`src/rtl/mem_access_unit_pkg.sv`:
```
// Shared constants and types for the multicycle memory access unit.
package mem_access_unit_pkg;

  localparam int unsigned XLEN   = 32;
  localparam int unsigned MDR_W  = 32;
  localparam int unsigned WAIT_W = 8;

  localparam logic [2:0] F3_B  = 3'b000;
  localparam logic [2:0] F3_H  = 3'b001;
  localparam logic [2:0] F3_W  = 3'b010;
  localparam logic [2:0] F3_BU = 3'b100;
  localparam logic [2:0] F3_HU = 3'b101;

  localparam logic [1:0] ST_IDLE  = 2'd0;
  localparam logic [1:0] ST_REQ   = 2'd1;
  localparam logic [1:0] ST_DONE  = 2'd2;
  localparam logic [1:0] ST_FAULT = 2'd3;

  typedef enum logic [1:0] {
    IDLE  = ST_IDLE,
    REQ   = ST_REQ,
    DONE  = ST_DONE,
    FAULT = ST_FAULT
  } state_t;

  typedef struct packed {
    logic            we;
    logic [XLEN-1:0] addr;
    logic [3:0]      be;
    logic [XLEN-1:0] wdata;
  } bus_req_t;

  // Size encoding must be known and the address naturally aligned for it.
  function automatic logic accessLegal(input logic [2:0] funct3, input logic [1:0] addrLo);
    logic ok;
    case (funct3)
      F3_B, F3_BU: ok = 1'b1;
      F3_H, F3_HU: ok = ~addrLo[0];
      F3_W:        ok = (addrLo == 2'b00);
      default:     ok = 1'b0;
    endcase
    return ok;
  endfunction

endpackage

```
`src/rtl/mem_access_unit_align.sv`:
```
// Byte-lane steering: store enables/replication and load extraction/extension.
module mem_lane_align
  import mem_access_unit_pkg::*;
(
  input  logic [1:0]       storeAddrLo,
  input  logic [2:0]       storeFunct3,
  input  logic [XLEN-1:0]  storeData,
  output logic [3:0]       storeBE_c,
  output logic [XLEN-1:0]  storeWData_c,
  input  logic [1:0]       loadAddrLo,
  input  logic [2:0]       loadFunct3,
  input  logic [XLEN-1:0]  loadWord,
  output logic [MDR_W-1:0] loadData_c
);

  logic [7:0]  byteLane;
  logic [15:0] halfLane;

  always_comb begin
    storeBE_c    = 4'hF;
    storeWData_c = storeData;
    case (storeFunct3)
      F3_B, F3_BU: begin
        storeBE_c    = 4'b0001 << storeAddrLo;
        storeWData_c = {4{storeData[7:0]}};
      end
      F3_H, F3_HU: begin
        storeBE_c    = storeAddrLo[1] ? 4'b1100 : 4'b0011;
        storeWData_c = {2{storeData[15:0]}};
      end
      default: ;
    endcase
  end

  always_comb begin
    byteLane   = 8'(loadWord >> {loadAddrLo, 3'b000});
    halfLane   = loadAddrLo[1] ? loadWord[31:16] : loadWord[15:0];
    loadData_c = MDR_W'(loadWord);
    case (loadFunct3)
      F3_B:    loadData_c = MDR_W'({{24{byteLane[7]}}, byteLane});
      F3_BU:   loadData_c = MDR_W'({24'd0, byteLane});
      F3_H:    loadData_c = MDR_W'({{16{halfLane[15]}}, halfLane});
      F3_HU:   loadData_c = MDR_W'({16'd0, halfLane});
      default: ;
    endcase
  end

endmodule

```
`src/rtl/mem_access_unit.sv`:
```
// Multicycle memory access unit: request capture, ready/ack bus handshake,
// timeout detection and MDR capture for the control FSM's write-back state.
module mem_access_unit
  import mem_access_unit_pkg::*;
#(
  parameter int unsigned TIMEOUT = 16
) (
  input  logic             iCLK,
  input  logic             iRST,
  input  logic             iMemRead,
  input  logic             iMemWrite,
  input  logic [XLEN-1:0]  iAddr,
  input  logic [XLEN-1:0]  iWData,
  input  logic [2:0]       iFunct3,
  output logic             oStall,
  output logic [MDR_W-1:0] oMDR,
  output logic             oMisalign,
  output logic             oBusErr,
  output logic             oBusReq,
  output logic             oBusWe,
  output logic [XLEN-1:0]  oBusAddr,
  output logic [3:0]       oBusBE,
  output logic [XLEN-1:0]  oBusWData,
  input  logic             iBusAck,
  input  logic [XLEN-1:0]  iBusRData
);

  state_t             state, stateD;
  logic [WAIT_W-1:0]  waitCnt, waitD;
  logic [1:0]         addrLoQ, addrLoD;
  logic [2:0]         funct3Q, funct3D;
  bus_req_t           busQ, busD;
  logic [MDR_W-1:0]   mdrD;
  logic               misD, errD, reqD;
  logic [3:0]         storeBE_c;
  logic [XLEN-1:0]    storeWData_c;
  logic [MDR_W-1:0]   loadData_c;

  // Store lanes are formed from the live request; loads use the captured offset.
  mem_lane_align uAlign (
    .storeAddrLo  (iAddr[1:0]),
    .storeFunct3  (iFunct3),
    .storeData    (iWData),
    .storeBE_c    (storeBE_c),
    .storeWData_c (storeWData_c),
    .loadAddrLo   (addrLoQ),
    .loadFunct3   (funct3Q),
    .loadWord     (iBusRData),
    .loadData_c   (loadData_c)
  );

  always_ff @(posedge iCLK or posedge iRST) begin
    if (iRST) begin
      state     <= IDLE;
      waitCnt   <= '0;
      addrLoQ   <= '0;
      funct3Q   <= '0;
      busQ      <= '0;
      oMDR      <= '0;
      oMisalign <= 1'b0;
      oBusErr   <= 1'b0;
      oBusReq   <= 1'b0;
    end else begin
      state     <= stateD;
      waitCnt   <= waitD;
      addrLoQ   <= addrLoD;
      funct3Q   <= funct3D;
      busQ      <= busD;
      oMDR      <= mdrD;
      oMisalign <= misD;
      oBusErr   <= errD;
      oBusReq   <= reqD;
    end
  end

  always_comb begin
    stateD  = state;
    waitD   = waitCnt;
    addrLoD = addrLoQ;
    funct3D = funct3Q;
    busD    = busQ;
    mdrD    = oMDR;
    misD    = 1'b0;
    errD    = 1'b0;
    reqD    = 1'b0;
    case (state)
      IDLE: begin
        if (iMemRead || iMemWrite) begin
          addrLoD = iAddr[1:0];
          funct3D = iFunct3;
          if (accessLegal(iFunct3, iAddr[1:0]) && !(iMemRead && iMemWrite)) begin
            busD.we    = iMemWrite;
            busD.addr  = {iAddr[XLEN-1:2], 2'b00};
            busD.be    = iMemWrite ? storeBE_c : 4'hF;
            busD.wdata = storeWData_c;
            waitD      = '0;
            reqD       = 1'b1;
            stateD     = REQ;
          end else begin
            misD   = 1'b1;
            stateD = FAULT;
          end
        end
      end
      REQ: begin
        if (iBusAck) begin
          if (!busQ.we) mdrD = loadData_c;
          stateD = DONE;
        end else if (waitCnt == WAIT_W'(TIMEOUT - 1)) begin
          waitD  = waitCnt + WAIT_W'(1);
          errD   = 1'b1;
          stateD = FAULT;
        end else begin
          waitD = waitCnt + WAIT_W'(1);
          reqD  = 1'b1;
        end
      end
      DONE:    stateD = IDLE;
      FAULT:   stateD = IDLE;
      default: stateD = IDLE;
    endcase
  end

  // Stall is combinational so the control FSM freezes in the request cycle itself.
  assign oStall = !iRST && (((state == IDLE) && (iMemRead || iMemWrite)) || (state == REQ));

  assign oBusWe    = busQ.we;
  assign oBusAddr  = busQ.addr;
  assign oBusBE    = busQ.be;
  assign oBusWData = busQ.wdata;

endmodule

```
`config.mk`:
```
export PLATFORM = sky130hd
export DESIGN_NAME = mem_access_unit
export DESIGN_NICKNAME = d
export VERILOG_FILES = /design/src/rtl/mem_access_unit_pkg.sv /design/src/rtl/mem_access_unit_align.sv /design/src/rtl/mem_access_unit.sv
export SDC_FILE = /design/constraint.sdc
export NUM_CORES = 1
export LEC_CHECK = 0
export ABC_CLOCK_PERIOD_IN_PS = 11650
export BUFFER_PORTS_ARGS = -buffer_cell sky130_fd_sc_hd__buf_2
export CAP_MARGIN = 20
export CORE_MARGIN = 1.5
export CORE_UTILIZATION = 35
export CTS_CLUSTER_SIZE = 20
export DETAILED_ROUTE_END_ITERATION = 10
export PLACE_DENSITY = 0.67
export RECOVER_POWER = 50
export SYNTH_ARGS = -nofsm -noshare
export SYNTH_HDL_FRONTEND = slang
export SYNTH_SLANG_ARGS = --single-unit
```
`constraint.sdc`:
```
create_clock -name iCLK -period 11.65 [get_ports iCLK]
set_clock_uncertainty 0.2 [all_clocks]
set_input_delay 2.33 -clock iCLK [delete_from_list [all_inputs] [get_ports iCLK]]
set_output_delay 2.33 -clock iCLK [all_outputs]
set_load 0.03 [all_outputs]
```
Yosys cells after proc, flatten, opt, wreduce, memory -nomap -nowiden:

Index checks and enable logic that the tools add are counted.

* bits in registers: 117
* input port bits: 104
* word-level logic and storage cells: 82

* add/sub/neg operators: 1
* eq/ne operators: 15
* shift-type cells: 2
* muxes and demuxes: 29
* bitwise operators: 2
* reductions and logical operators: 21

Operator list (count)
* $pmux W32 S4: 1
* $pmux W32 S2: 1
* $shr A32 B5 Y8: 1
* $mux W8: 3
* $mux W16: 1
* $pmux W8 S2: 1
* $eq A3 B3 Y1 const B: 4
* $mux W1: 12
* $add A8 B1 Y8 const B: 1
* $eq A8 B4 Y1 const B: 1
* $mux W2: 4
* $mux W4: 2
* $pmux W4 S2: 1
* $eq A3 B1 Y1 const B: 2
* $logic_not A3 Y1: 2
* $ne A2 B2 Y1 const B: 3
* $pmux W2 S3: 1
* $reduce_and A3 Y1: 2
* $reduce_or A2 Y1: 3
* $eq A2 B2 Y1 const B: 2
* $logic_and A1 B1 Y1: 4
* $logic_not A2 Y1: 2
* $reduce_and A2 Y1: 2
* $reduce_and A4 Y1: 1
* other kinds (10): 13

Depth between registers and ports, before layout:

Gate-level depths: netlist (run 1).

* word-level depth: 9
* gate-level depth with buffers: 6
* mapped depth without buffers: 5

Cells and area by module:

A second synthesis (run 1) with hierarchy kept.

* cells, all modules: 494
* area total of the unflattened synthesis: 6233.5 sq um

Modules (own cells, without submodules)
* mem_access_unit: times used 1, cells an instance 311, area an instance 5017.3 sq um, sequential area each 2927.8 sq um
* mem_lane_align: times used 1, cells an instance 183, area an instance 1216.2 sq um, sequential area each 0.0 sq um

Least setup slack after synthesis (run 1):

Ideal clock, no wire load.

* path type: input -> output
* start point: input port iMemWrite
* end point: output port oStall
* arrival time: 3.030 ns
* required time: 9.120 ns
* slack: 6.090 ns
* cell stages on the path: 2
* buffers on the path: 0
* cells stage by stage: nor3_1 -> nor3_1

* longest elaborated chain between the ends: 4

RTL lines
* from (decl): line mem_access_unit.sv:11 `input logic iMemWrite,`
* $logic_or A1 B1 Y1: line mem_access_unit.sv:125 `assign oStall = !iRST && (((state == IDLE) && (iMemRead || iMemWrite)) || (state == REQ));`
* $logic_and A1 B1 Y1: line mem_access_unit.sv:125
* $logic_or A1 B1 Y1: line mem_access_unit.sv:125
* $logic_and A1 B1 Y1: line mem_access_unit.sv:125
* to (decl): line mem_access_unit.sv:15 `output logic oStall,`

No other way between the ends.

Worst setup path after layout (run 1):

Ends and elaborated chain as after synthesis.

==> results of run 1 <==
path summary, 6_finish.rpt:
check                                           endpoint  slack (ns)  cells past startpoint                  from
max in group asynchronous       oBusAddr[31]$_DFFE_PP0P_        7.24                      3                  iRST
worst max-delay path                              oStall        6.13                      4             iMemWrite
worst max register to register       oMDR[3]$_DFFE_PP0P_        8.39                      4  state[0]$_DFFE_PP0P_
worst min-delay path                oMDR[24]$_DFFE_PP0P_        0.29                      2  oMDR[24]$_DFFE_PP0P_
min in group asynchronous             oBusWe$_DFFE_PP0P_        2.33                      2                  iRST
worst min register to register      oMDR[24]$_DFFE_PP0P_        0.29                      2  oMDR[24]$_DFFE_PP0P_
sequential cells by signal, indices dropped and copies added, names as in the netlist:
name       count
oBusWData     32
oMDR          32
oBusAddr      30
waitCnt        8
oBusBE         4
funct3Q        3
addrLoQ        2
state          2
oBusErr        1
oBusReq        1
oBusWe         1
oMisalign      1
layout by cell type, fill, tap and decap left out, types with 7 or more instances in the layout:
| cell | count |
|---|---|
| mux2_2 | 95 |
| a211o_1 | 7 |
| nand2_1 | 40 |
| a21oi_1 | 17 |
| clkbuf_16 | 17 |
| nand3b_1 | 8 |
| nor3_1 | 13 |
| nor2_1 | 12 |
| mux2i_1 | 16 |
| o21ai_0 | 28 |
| a2bb2oi_1 | 7 |
| nand3_1 | 36 |
| buf_2 | 110 |
| dfrtp_1 | 117 |
| clkbuf_1 | 99 |
critical path, cell delays in order:
cell	delay, ns
clkbuf_1	0.19
nor3_1	0.11
nor3_1	0.14
buf_2	0.22
final cells by class:
| cell class | count | share of cell area [%] |
|---|---|---|
| sequential | 117 | 40.6 |
| multi-input combinational | 319 | 33.3 |
| timing repair buffer | 211 | 13.1 |
| clock buffer | 22 | 6.58 |
| tap | 211 | 3.66 |
| clock inverter | 9 | 2.41 |
| inverter | 6 | 0.330 |
| antenna | 1 | 0.0347 |
through the flow:
step | std cells | utilization, % | hold slack (ns) | setup slack [ns] | cell area (um^2)
floorplan | 477 | - | 0.278 | 6.02 | 5540
global placement | 864 | 43.8 | 0.259 | 6.17 | 6700
detailed placement | 864 | 43.8 | 0.281 | 6.14 | 6700
CTS | 895 | 48.0 | 0.293 | 6.14 | 7350
global route | 896 | 47.1 | 0.311 | 6.03 | 7210
finish | 896 | 47.1 | 0.293 | 6.13 | 7210
where the power goes:
part	leakage, nW	internal (mW)	switching (mW)	total (mW)
clock	0.320	0.394	0.180	0.574
combinational	1.46	0.296	0.606	0.902
sequential	1.40	0.602	0.151	0.753
metal layers:
metal | track usage (%) | up-vias | wire [um]
li1 | - | 2106 | -
met1 | 22.1 | 2165 | 6100
met2 | 28.2 | 185 | 6830
met3 | 5.41 | 21 | 980
met4 | 7.60 | 0 | 303
met5 | 0 | - | 0
logic make-up (layout without fill, tap and decap cells):
family                     Yosys count  in the layout
AOI/OAI and AO/OA                   73             73
muxes                              112            112
and+or+nand+nor                    129            129
other                                1              3
adders and majority gates            2              2
buffers and inverters               41            248
xor gates and xnor gates             1              1
DFF                                117            117
==> results.md, run 1 <==
* Drt pass-1 iters at 4
* Status: complete, but fails checks
* DRC errors left at 0
* Largest net degree at the start of global routing at 67
* Finish-stage setup viols at 0
* Critical Path End Type: primary output
* Sequential cell area at ~0.0029 mm^2
* Core Box Area at about 0.015 mm^2
* Yosys top cell area share at ~53%
* Top_reg_cell synth: dfrtp_1
* Die width at roughly 130 um
* Ys async rst share at 100%
* Clock slew at reported path FFs at around 0.05 ns
* Clk_lat worst skew at around 0.41 ns
* Max Cap Violations at 1
* Synthesized flop and latch total at ~120
* Area share of and/or/nand/nor cells after synthesis at a little under an eighth
* WL/cell at between 15 and 20 um
* Crit path time final at ~5.5 ns
* List of most frequent post-synthesis cells: dfrtp_1 (117), mux2_2 (95), nand2_1 (40)
* Worst Setup Start Kind: primary input
* Number of synthesized flops with an enable pin at 0
* Number of port buffers at 206
* CTS sink cnt at between 100 and 150
* Row cnt at 45
* Routed WL at roughly 14 mm
* Postcts setup bufs at 0
* CTS buffer count at 17
* Initial detailed-routing violation count at around 340
* Worst hold path type: reg -> reg
* Mean Syn Cell Area at between 10 and 15 um^2
* Seq/Total Area, Yosys at a little over half
* Mux cell area share after synthesis at 22.6%
* Layout cells sized above 1 at a little over a third
* Worst VDD drop at roughly 0.12 mV
* Pwr dens at 309 mW/mm^2
* Post-Syn Instances at 476
* Initial antenna violation count at 1
* Post-DP HPWL at roughly 10 mm
* Synth Cell Area at 0.00554 mm^2
* Sum of negative setup slack at 0 ns
* Hold buffer count at cts at 0
* Yosys Warn Count at 0
* CTS tree: done
* Post-synthesis xor/xnor area fraction at less than 1%
* Fin. Hold Viols at 0
* Failing checks: capacitance limit, slew limit
* Critical Path RT at 9.12 ns
* Routability cong. at ~0.86
* Tot Pwr at 2.23 mW
* Critical Path AT at 2.99 ns
* # resized after CTS at 0
* Cell variety after synth at 44
* Synth area leader: dfrtp_1
* Footprint of the multi-input gates at around 0.0024 mm^2
* H-tree depth at 4
* Antenna-violating nets left at 0
* Crit path max fanout at 6
* Dominant combinational cell family by area after synthesis: multiplexers
* RSZ-0062 raised after global routing: false
* Post-synthesis adder-cell area fraction at less than 1%
* GR Util All Layers at 17.6%
* Tcrit/Tclk final at between 40 and 50%
* Total global routing overflow at 0
* # fillers at approximately 1.5k
* Synth area leaders: dfrtp_1 (53%), mux2_2 (19%), nand3_1 (3.3%)
* Area added between synthesis and finish at 30.2%
* F_max at roughly 180 MHz
* Vias in the first global route at ~4.4k
* Leak at around 3.2 nW
* Clock Path Buffers at 2
* Setup Crit Path Kind: in -> out
* Relative slew slack at -54.5%
* Layout net count at 777
* Worst Max-Slew Pin Slew at 2.30 ns
* Compound-Gate Fraction of Synth Area at roughly 8.3%
* Die ar. at 0.0166 mm^2
* Pins over their slew limit at 53
* Total number of vias at between 4k and 5k
* First-pass GRT wire length at about 22 mm
* Initial core utilization at between 30% and 40%
* Most frequent cell after synthesis: dfrtp_1
* Die Height at approximately 130 um
* Root Driver: clkbuf_16
* I/O Pins at approximately 210
* Via density at approximately 5.0
No activity file was read; power rests on OpenSTA's default activity.
==> run 2: changes to the inputs <==
ABC_AREA = 1   (was default)
ABC_CLOCK_PERIOD_IN_PS = 4650   (was 11650)
PLACE_DENSITY = 0.69   (was 0.67)
clock period = 4.65 ns   (was 11.65 ns; I/O delays follow)
==> run 2 against run 1 <==
- the flow still finishes with violations (capacitance limit, slew limit)
- highest routed layer unchanged
- count of clock-buffer cells in the layout is 4 lower
- design area is 5.3% higher
- largest cell class unchanged
- first-iteration DRC count is 2.7% higher
- sequential cell count stayed put
- final cell count is 35% higher
- core utilization is 1.6 points lower
- register-to-register slack worse by 6.8 ns
- synthesized cell count is 66% higher
- area after synthesis is 8.5% higher
- via count is 31% higher
==> results.md, run 2 <==
* Worst Max-Slew Pin Slew at between 2 and 2.5 ns
* Tcrit/Tclk final at 78.6%
* Critical Path RT at ~3.5 ns
* Leak at a little over 4 nW
* Commonest non-fill, non-tap cell in the layout: nand2_1
* Finish-stage setup viols at 0
* Net Sw Frac at about half
* Worst Setup Start Kind: primary input
* Core Box Area at around 0.017 mm^2
* Row cnt at 47
* Number of port buffers at 206
* Most frequent cells in the layout: nand2_1 (305), buf_2 (160), dfrtp_1 (117)
* Gate power share at ~45%
* Int Power at 2.93 mW
* Layout net count at 1081
* DRC errors left at 0
* Vias in the first global route at between 5k and 6k
* Antenna-violating nets left at 0
* Routed WL at 17.4 mm
* RSZ-0062 raised after global routing: false
* GR Util All Layers at between 10% and 20%
* F_max at about 270 MHz
* CTS sink cnt at ~120
* Max Cap Violations at 1
* Status: complete, but fails checks
* Top_reg_cell synth: dfrtp_1
* Die ar. at ~0.018 mm^2
* Area added between synthesis and finish at 26.3%
* I/O Pins at about 210
* Clock Path Buffers at 2
* Fin. Hold Viols at 0
* Cell variety after synth at 32
* End-of-flow core utilization at ~45%
* Crit path max fanout at 15
* Most frequent cell after synthesis: nand2_1
* Root Driver: clkbuf_16
* List of most frequent post-synthesis cells: nand2_1 (305), dfrtp_1 (117), nand3_1 (94)
* Hold buffer count at cts at 0
* Ys async rst share at 100%
* Pwr dens at around 750 mW/mm^2
* Worst VDD drop at 0.399 mV
* Synth Cell Area at 0.00601 mm^2
* Total number of vias at about 5.9k
* Die width at about 130 um
* Initial antenna violation count at 0
* Clock slew at reported path FFs at around 0.06 ns
* Layout cells sized above 1 at 21.7%
* Post-Syn Instances at 789
* Post-DP HPWL at 12.2 mm
* Clock power share at 22.5%
* Largest net degree at the start of global routing at 81
* Initial detailed-routing violation count at between 300 and 400
* Initial core utilization at 36.0%
* First-pass GRT wire length at between 20 and 30 mm
* Synthesized flop and latch total at around 120
* Drt pass-1 iters at 5
* CTS tree: done
* Critical Path AT at 2.53 ns
* Sum of negative setup slack at 0 ns
* CTS buffer count at 17
* Failing checks: capacitance limit, slew limit
* Reg power frac at between 30% and 40%
* # fillers at about 1.7k
* Total global routing overflow at 0
* Pins over their slew limit at 45
* Number of synthesized flops with an enable pin at 0
* Tot Pwr at 5.69 mW
* Clk_lat worst skew at roughly 0.42 ns
* Via density at ~4.8
* # resized after CTS at 0
* Die Height at ~130 um
* Mean Syn Cell Area at roughly 7.6 um^2
* WL/cell at 14.4 um
* H-tree depth at 4
* Worst hold path type: reg -> reg
* Seq/Total Area, Yosys at 48.7%
* Setup Crit Path Kind: in -> out
* Critical Path End Type: primary output
* Synth area leader: dfrtp_1
* Placed Instance Area at between 0.007 and 0.008 mm^2
* Final instance area at roughly 0.0076 mm^2
* Crit path time final at approximately 3.7 ns
* Synth area leaders: dfrtp_1 (49%), nand2_1 (19%), nand3_1 (7.8%)
* Yosys top cell area share at about half
* ANT cells at 0
* Relative slew slack at -41.7%
* Postcts setup bufs at 0
* Routability cong. at between 0.9 and 1
* Yosys Warn Count at 0
* Net Sw Power at 2.77 mW
run 2: cells by family (layout without fill, tap and decap cells):
| family | after synthesis | count (layout) | synth area share [%] |
|---|---|---|---|
| AND/OR/NAND/NOR | 479 | 479 | 34.6 |
| flip-flops | 117 | 117 | 48.7 |
| buffers and inverters | 110 | 309 | 8.83 |
| AO/OA/AOI/OAI | 81 | 81 | 7.58 |
| adder cells (fa/ha/maj) | 1 | 1 | 0.208 |
| other | 1 | 2 | 0.0624 |
run 2: per-layer routing:
metal / part of all wire [%] / track usage (%)
met5: 0 / 0
met4: 2.6 / 7.17
met3: 8.7 / 5.67
met2: 45 / 31.1
met1: 44 / 26.0
run 2: cell type report:
cell class	instances	area, um^2	share of cell area (%)
Timing Repair Buffer	209	1010	13.3
Clock inverter	14	144	1.90
Tap cell	220	275	3.63
Sequential cell	117	2930	38.6
Clock buffer	18	429	5.65
Multi-Input combinational cell	563	2550	33.6
Inverter	68	259	3.41
run 2: final timing paths:
path	start	to	slack, ns	cells past startpoint
max in group asynchronous	iRST	oBusWData[11]$_DFFE_PP0P_	2.28	3
min in group asynchronous	iRST	oBusErr$_DFF_PP0_	0.85	2
worst min-delay path	oBusAddr[10]$_DFFE_PP0P_	oBusAddr[10]$_DFFE_PP0P_	0.27	2
worst min register to register	oBusAddr[10]$_DFFE_PP0P_	oBusAddr[10]$_DFFE_PP0P_	0.27	2
worst max register to register	state[0]$_DFFE_PP0P_	waitCnt[2]$_DFFE_PP0P_	1.63	9
worst max-delay path	iMemWrite	oStall	0.99	6
run 2: critical path, stage by stage:
cell,delay [ns]
buf_2,0.19
nor2_2,0.08
nor2_1,0.84
nor2_1,0.14
nor2_1,0.13
buf_2,0.20
run 2: power by group through the flow:
stage | logic, mW | registers, mW | clock network [mW]
2_1_floorplan | 1.10 | 2.62 | 0
3_3_place_gp | 2.63 | 1.82 | 0
3_5_place_dp | 2.68 | 1.82 | 0
4_1_cts | 2.67 | 1.82 | 1.31
5_1_grt | 2.84 | 1.88 | 1.35
6_report | 2.59 | 1.82 | 1.28
run 2: through the flow:
step / instances / worst slack, ns / hold slack [ns]
global route: 1209 / 0.887 / 0.296
detailed placement: 1177 / 1.53 / 0.253
global placement: 1177 / 1.57 / 0.248
finish: 1209 / 0.995 / 0.266
CTS: 1209 / 1.53 / 0.268
floorplan: 790 / 0.419 / 0.268
==> run 3: changes to the inputs <==
ABC_AREA = 0   (was 1)
ABC_CLOCK_PERIOD_IN_PS = 2900   (was 4650)
PLACE_DENSITY = 0.7   (was 0.69)
clock period = 2.9 ns   (was 4.65 ns; I/O delays follow)
==> run 3 against run 2 <==
- the flow now finishes without violations
- setup slack worse by 0.36 ns
- via count shrank 23%
- design area decreased by 2.9%
- final cell count fell by 25%
- global-route usage shrank 2.2 points
==> results.md, run 3 (synthesis gave the netlist of run 1 again) <==
* Layout net count at 785
* CTS sink cnt at between 100 and 150
* Antenna-violating nets left at 0
* Sum of negative setup slack at 0 ns
* CP Cell Sequence: nor3_1 > nor3_1 > buf_2
* Hold buffer count at cts at 0
* Worst Setup Start Kind: register
* Routed WL at about 14 mm
* Critical Path End Type: primary output
* Vias in the first global route at between 4k and 5k
* Clock Path Buffers at 2
* Routability cong. at around 0.80
* Pwr dens at approximately 1200 mW/mm^2
* CTS tree: done
* Die ar. at 0.0166 mm^2
* Leak at 3.40 nW
* Number of port buffers at 206
* Core Box Area at roughly 0.015 mm^2
* First-pass GRT wire length at 22.6 mm
* Area added between synthesis and finish at 33.1%
* CTS buffer count at 17
* Root Driver: clkbuf_16
* Clk_lat worst skew at between 0.4 and 0.5 ns
* Drt pass-1 iters at 4
* Critical Path RT at roughly 2.1 ns
* Die width at around 130 um
* Largest net degree at the start of global routing at 91
* CP most frequent cell: nor3_1
* GR Util All Layers at between 10% and 20%
* CP top delay family: flip-flops
* Critical Path AT at roughly 1.5 ns
* Setup Crit Path Kind: reg -> out
* Pins over their slew limit at 0
* CP Depth at 3
* Via density at 4.96
* RR Endpoint: oMDR[19]$_DFFE_PP0P_
* Relative slew slack at about 4.2%
* Finish-stage setup viols at 0
* # resized after CTS at 0
* Initial core utilization at between 30% and 40%
* Commonest non-fill, non-tap cell in the layout: buf_2
* Max Cap Violations at 0
* Critical Path Max Stage Delay at approximately 0.58 ns
* WP buf/inv at 1
* ANT cells at 0
* I/O Pins at between 200 and 250
* Total global routing overflow at 0
* CP max-delay cell: dfrtp_1
* Tcrit/Tclk final at around four fifths
* Worst r2r src: addrLoQ[1]$_DFFE_PP0P_
* Initial detailed-routing violation count at about 250
* Worst VDD drop at 0.698 mV
* H-tree depth at 4
* RSZ-0062 raised after global routing: false
* WL/cell at about 16 um
* Initial antenna violation count at 0
* Worst hold path type: in -> async
* Die Height at between 100 and 150 um
* Crit path time final at 2.27 ns
* Post-DP HPWL at between 10 and 15 mm
* End-of-flow core utilization at between 40% and 50%
* Layout cells sized above 1 at 44.2%
* Clock slew at reported path FFs at about 0.050 ns
* Total number of vias at 4480
* DRC errors left at 0
* Status: completed
* Crit path max fanout at 13
* # fillers at ~1.5k
* Worst Max-Slew Pin Slew at roughly 1.4 ns
* Most frequent cells in the layout: buf_2 (163), dfrtp_1 (117), mux2_2 (95)
* Fin. Hold Viols at 0
* Reg2Reg Setup Slack at around 0.70 ns
* Path depth of the worst reg2reg path at 4
* Postcts setup bufs at 0
* F_max at 441 MHz
* Row cnt at 45
[run 3: cell types whose count changed in the layout (fill, tap and decap cells not counted), sizes merged, moves of 11 or more]
cell   before  now
nand2     309   40
a21oi      28   17
mux2        0   95
nor2       34   13
buf       163  174
or2        24    0
inv        74    5
mux2i       0   16
nand3      96   36
[run 3: stage by stage]
| step | hold WS, ns | area [um^2] | setup slack [ns] | std cells | power, mW |
|---|---|---|---|---|---|
| after CTS | 0.0962 | 7440 | 0.629 | 903 | 9.24 |
| after global placement | 0.258 | 6790 | 0.511 | 872 | 6.82 |
| after detailed placement | 0.262 | 6790 | 0.517 | 872 | 6.90 |
| after floorplan | 0.278 | 5550 | 0.693 | 477 | 5.72 |
| final | 0.130 | 7370 | 0.632 | 903 | 9.05 |
| after global routing | 0.186 | 7370 | 0.517 | 903 | 9.58 |
[run 3: per-layer routing]
layer / wire, um / track usage, %
met3: 1060 / 5.82
met5: 0 / 0
met1: 5790 / 21.5
met4: 282 / 7.01
met2: 7090 / 28.7
[run 3: report_power, final]
| group | internal (mW) | switching [mW] |
|---|---|---|
| combinational | 1.33 | 2.46 |
| clock | 1.57 | 0.713 |
| sequential | 2.42 | 0.569 |
[run 3: final cells by class]
class	count	area, um^2	share of cell area, %
flip-flops and latches	117	2930	39.7
well taps	211	264	3.58
multi-input cells	319	2410	32.7
clock inverters	8	144	1.95
repair buffers	219	1090	14.8
clock buffers	23	508	6.89
inverters	6	23.8	0.322
[run 3: worst max path at each step]
stage	start	to	slack, ns
finish	state[0]$_DFFE_PP0P_	oStall	0.63
global route	addrLoQ[1]$_DFFE_PP0P_	oMDR[27]$_DFFE_PP0P_	0.52
CTS	state[0]$_DFFE_PP0P_	oStall	0.63
detailed placement	iFunct3[2]	oBusAddr[16]$_DFFE_PP0P_	0.52
global placement	iFunct3[2]	oBusAddr[21]$_DFFE_PP0P_	0.51
floorplan	iRST	addrLoQ[0]$_DFFE_PP0P_	0.69
[run 3: worst min-delay path: stages]
cell and delay [ns]:
clkbuf_1 0.09, clkinvlp_2 0.12, buf_12 0.38
